File: config.mk
export PLATFORM = sky130hd
export DESIGN_NAME = conv1d_obi_burst_reader
export DESIGN_NICKNAME = d
export VERILOG_FILES = /design/src/rtl/conv1d_obi_burst_reader.sv
export SDC_FILE = /design/constraint.sdc
export NUM_CORES = 1
export LEC_CHECK = 0
export ABC_AREA = 1
export CORE_UTILIZATION = 54
export CTS_BUF_LIST = sky130_fd_sc_hd__clkbuf_16
export CTS_CLUSTER_SIZE = 8
export DETAILED_ROUTE_END_ITERATION = 8
export PLACE_DENSITY = 0.81
export SLEW_MARGIN = 10
export SYNTH_ARGS = -nofsm -noshare
export SYNTH_HDL_FRONTEND = slang
export SYNTH_SLANG_ARGS = --single-unit
File: constraint.sdc
create_clock -name clk_i -period 2.9 [get_ports clk_i]
set_input_delay 0.58 -clock clk_i [delete_from_list [all_inputs] [get_ports clk_i]]
set_output_delay 0.58 -clock clk_i [all_outputs]
set_load 0.01 [all_outputs]
File: src/rtl/conv1d_obi_burst_reader.sv
// OBI read-burst engine: issues sequential word reads and buffers the responses in a small FIFO.
// Optional protocol checker is compiled in when CONV1D_OBI_RD_PROT_CHECK_EN is defined.
package conv1d_obi_pkg;
    typedef struct packed {
        logic        req;
        logic        we;
        logic [3:0]  be;
        logic [31:0] addr;
        logic [31:0] wdata;
    } obi_req_t;

    typedef struct packed {
        logic        gnt;
        logic        rvalid;
        logic [31:0] rdata;
    } obi_resp_t;
endpackage

module conv1d_obi_burst_reader #(
    parameter type         obi_req_t  = conv1d_obi_pkg::obi_req_t,
    parameter type         obi_resp_t = conv1d_obi_pkg::obi_resp_t,
    parameter int unsigned FIFO_DEPTH = 4,
    parameter int unsigned LEN_W      = 16
) (
    input  logic             clk_i,
    input  logic             rst_ni,
    input  logic             start_i,
    input  logic [31:0]      base_addr_i,
    input  logic [LEN_W-1:0] len_i,
    output logic             busy_o,
    output logic             done_o,
    output obi_req_t         obi_req_o,
    input  obi_resp_t        obi_rsp_i,
    output logic [31:0]      data_o,
    output logic             valid_o,
    input  logic             ready_i,
    output logic             err_o
);

    localparam int unsigned PW = $clog2(FIFO_DEPTH);
    localparam int unsigned CW = PW + 1;

    typedef enum logic [1:0] {IDLE, ISSUE, DRAIN} state_t;

    state_t           r_state;
    logic [31:0]      r_addr;
    logic [LEN_W-1:0] r_len;
    logic [LEN_W-1:0] r_issued;
    logic [LEN_W-1:0] r_popped;
    logic [CW-1:0]    r_outstanding;
    logic [CW-1:0]    r_count;
    logic [PW-1:0]    r_wptr;
    logic [PW-1:0]    r_rptr;
    logic [31:0]      r_mem [FIFO_DEPTH];
    logic             r_done;

    logic             w_req;
    logic             w_accept;
    logic             w_push;
    logic             w_pop;
    logic [CW:0]      w_occupancy;

    // Requests in flight plus buffered words never exceed the FIFO, so every response has a slot.
    assign w_occupancy = {1'b0, r_outstanding} + {1'b0, r_count};
    assign w_req       = (r_state == ISSUE) && (r_issued < r_len)
                         && (w_occupancy < (CW + 1)'(FIFO_DEPTH));
    assign w_accept    = w_req && obi_rsp_i.gnt;
    assign w_push      = obi_rsp_i.rvalid && (r_outstanding != '0);
    assign w_pop       = valid_o && ready_i;

    always_comb begin
        obi_req_o       = '0;
        obi_req_o.req   = w_req;
        obi_req_o.we    = 1'b0;
        obi_req_o.be    = 4'hF;
        obi_req_o.addr  = r_addr;
        obi_req_o.wdata = '0;
    end

    assign valid_o = (r_count != '0);
    assign data_o  = r_mem[r_rptr];
    assign busy_o  = (r_state != IDLE);
    assign done_o  = r_done;

    always_ff @(posedge clk_i) begin
        if (w_push) begin
            r_mem[r_wptr] <= obi_rsp_i.rdata;
        end
    end

    always_ff @(posedge clk_i) begin
        if (!rst_ni) begin
            r_state       <= IDLE;
            r_addr        <= '0;
            r_len         <= '0;
            r_issued      <= '0;
            r_popped      <= '0;
            r_outstanding <= '0;
            r_count       <= '0;
            r_wptr        <= '0;
            r_rptr        <= '0;
            r_done        <= 1'b0;
        end else begin
            r_done <= 1'b0;

            case ({w_accept, w_push})
                2'b10:   r_outstanding <= r_outstanding + CW'(1);
                2'b01:   r_outstanding <= r_outstanding - CW'(1);
                default: r_outstanding <= r_outstanding;
            endcase

            case ({w_push, w_pop})
                2'b10:   r_count <= r_count + CW'(1);
                2'b01:   r_count <= r_count - CW'(1);
                default: r_count <= r_count;
            endcase

            if (w_push) r_wptr <= r_wptr + PW'(1);
            if (w_pop)  r_rptr <= r_rptr + PW'(1);

            if (w_accept) begin
                r_addr   <= r_addr + 32'd4;
                r_issued <= r_issued + LEN_W'(1);
            end
            if (w_pop) r_popped <= r_popped + LEN_W'(1);

            case (r_state)
                IDLE: begin
                    if (start_i) begin
                        if (len_i != '0) begin
                            r_addr   <= base_addr_i;
                            r_len    <= len_i;
                            r_issued <= '0;
                            r_popped <= '0;
                            r_state  <= ISSUE;
                        end else begin
                            r_done <= 1'b1;
                        end
                    end
                end
                ISSUE: begin
                    if (w_accept && (r_issued == r_len - LEN_W'(1))) r_state <= DRAIN;
                end
                DRAIN: begin
                    if (w_pop && (r_popped == r_len - LEN_W'(1)) && (r_outstanding == '0)) begin
                        r_state <= IDLE;
                        r_done  <= 1'b1;
                    end
                end
                default: r_state <= IDLE;
            endcase
        end
    end

`ifdef CONV1D_OBI_RD_PROT_CHECK_EN
    logic        r_err;
    logic        r_stalled;
    logic [31:0] r_stall_addr;

    // A stalled request must hold both req and addr until it is granted.
    always_ff @(posedge clk_i) begin
        if (!rst_ni) begin
            r_err        <= 1'b0;
            r_stalled    <= 1'b0;
            r_stall_addr <= '0;
        end else begin
            r_stalled    <= w_req && !obi_rsp_i.gnt;
            r_stall_addr <= r_addr;
            if ((obi_rsp_i.rvalid && (r_outstanding == '0))
                || (r_stalled && (!w_req || (r_addr != r_stall_addr)))) begin
                r_err <= 1'b1;
            end
        end
    end

    assign err_o = r_err;
`else
    assign err_o = 1'b0;
`endif

endmodule

==> reports/metrics.cfg <==
[outcome]
outcome=complete, but fails checks
violations=setup timing

[clock_network]
clock_sinks=223
numCtsBuffers=31
root_buffer=clkbuf_16
cts_max_level=1
cts_tree=built
cts.path.max_buffers=3
clkTransAtPathRegs_ns=0.06
clk_latency_ns=0.57

[sta]
final.min_clock_period_ns=2.916
min_period_over_period=1.005
tightestPinTransition_ns=0.5484
finalSetupViolCount=1
setup_slack_ns=-0.01553
final-hold-violation-count=0
slew_violations=0
max_slew_margin=0.6311
max_freq_ghz=0.3430
hold_ws_ns=0.4731
fin_skew_ns=0.03177
setup_tns_ns=-0.01553

[setup_path]
critical_path_class=reg -> out
cp-startpoint=r_len[11]
r2r-start=r_len[15]
arrival_ns=2.34
cp-start-kind=flip-flop
path_max_fanout=5
worstPathRequired_ns=2.32
cp-end-kind=primary output

[layout]
antenna_cells=0
drive_above_1_share=0.08647
synthToLayoutAreaGrowth_pct=23.68
final_cell_area_sq_um=14530
final_nets=1716

[global_route]
grt_pass1_vias=9361
grtUsageTotal=0.2673
antenna_found_initial=0
grt_overflow=0
grt_pass1_wl_mm=47.09
grt_max_degree=65

[placed_design]
portBuffers=153
gp_congestion=0.9494
place_area_sq_um=13600
hpwl_mm=21.15

[synthesis]
yosys.area.top_type_share=0.3273
yosysTopAreaCell=edfxtp_1
yosysWarnings=0
yosysMostFrequentCell=nand2_1
seq_area_frac_synth=0.4892
synthCells=1425
yosys_register_bits=223
synthTopCellsByArea=edfxtp_1, dfxtp_1, nand2_1
synth-edff-count=128
synthDistinctLibCells=45
synth_flop_cell=edfxtp_1
syn_avg_cell_area_sq_um=8.241
synth_common_cells=nand2_1, nor2_1, inv_1
ys_async_sr_fraction=0
synth_area_sq_um=11740

[die]
num_rows=53
die_h_um=149.5
io_pins=192
initial_core_util=0.5552
core_area_sq_um=21150
dieArea_sq_um=22340
die_w_um=149.5

[route]
via_per_inst=5.326
vias=10088
drc=0
dr.pass1.iters=6
drt_iter0_drc=717
ant_nets=0
wl_mm=29.83
post_drt_wl_per_cell_um=15.75

[power_and_ir_drop]
power_leakage_uw=0.006008
vdd_drop_max_mv=0.5492
power_density_nw_per_um2=660.6

[job]
drv_cap=0

[min_path]
hp-start=rst_ni
holdCritPathClass=in -> reg

path summary, 6_finish.rpt:
check,cells after the start,endpoint,slack (ns)
min reg2reg,2,flip-flop,0.51
max,8,obi_req_o[69],-0.02
max reg2reg,15,r_outstanding[2],0.13
min,3,r_outstanding[1],0.47
metrics by stage:
stage	util	total power [uW]	setup WS (ns)	std cells
floorplan	-	5302	0.2375	1461
global placement	0.6429	6348	0.1444	1841
detailed placement	0.6429	6404	0.1268	1841
CTS	0.6846	9643	0.007268	1894
global route	0.6866	10060	-0.02516	1894
finish	0.6866	9596	-0.01553	1894
worst max-delay path, cell delays in order (launching register included):
cell     delay (ns)
dfxtp_2        0.36
inv_1          0.08
ha_1           0.30
a21oi_1        0.15
o21ai_0        0.12
a21oi_1        0.19
nand4_1        0.25
inv_1          0.15
buf_4          0.15
registers in the layout (all words and copies together), names as in the netlist, named ones only:
| register | count |
|---|---|
| r_popped | 16 |
| r_wptr | 2 |
| r_outstanding | 3 |
| done_o | 1 |
| r_len | 16 |
| r_state | 2 |
| r_count | 3 |
| r_mem | 128 |
| r_issued | 16 |
| r_addr | 32 |
| r_rptr | 2 |
power by group:
| group | leakage [uW] | internal (uW) | switching, uW |
|---|---|---|---|
| Sequential | 0.00194 | 3620 | 180 |
| Combinational | 0.00357 | 1120 | 1470 |
| Clock | 0.000498 | 1900 | 1310 |
| Total | 0.00601 | 6640 | 2960 |
layout make-up:
type | instances | area [sq um]
Fill cell | 1757 | 6629
Timing Repair Buffer | 190 | 1859
Sequential cell | 223 | 5766
Clock inverter | 21 | 95.09
Tap cell | 275 | 344.1
Clock buffer | 31 | 775.7
Multi-Input combinational cell | 1017 | 5167
Inverter | 137 | 518.0
layer usage:
metal	part of all wire	global-route usage	routed length, um
met5	0	0	0
met1	0.43	0.3547	12800
met4	0.024	0.08112	728
met2	0.46	0.4396	13800
met3	0.084	0.05366	2498
cells by family (layout without fill, tap and decap cells):
group,Yosys count,in the layout,synth area share
AOI/OAI and AO/OA,207,207,0.09269
xor gates and xnor gates,47,47,0.03740
adders and majority gates,30,30,0.03324
buffers and inverters,221,379,0.08513
DFF,223,223,0.4892
other,2,38,0.0006395
and+or+nand+nor,695,695,0.2617
cell usage in the layout, fill, tap and decap left out, drive strengths merged, types with 6 or more instances in the layout:
master	instances
nand2	333
dfxtp	95
buf	39
nand4	21
clkdlybuf4s50	151
edfxtp	128
nor2	194
o22ai	33
inv	157
xor2	35
xnor2	10
nand3	104
ha	28
a21oi	58
nor3	26
o21ai	112
clkbuf	31
conb	38
nor4	6
what timing repair did:
item | 4_1_cts | 5_1_grt
gates resized for setup | 8 | 22
setup buffers | 1 | 0
pin swaps | 1 | 2
endpoints found under the setup margin | 33 | 14
hold buffers | 0 | 0
endpoints found under the hold margin | 0 | 0
(Power assumes the default switching activity.)
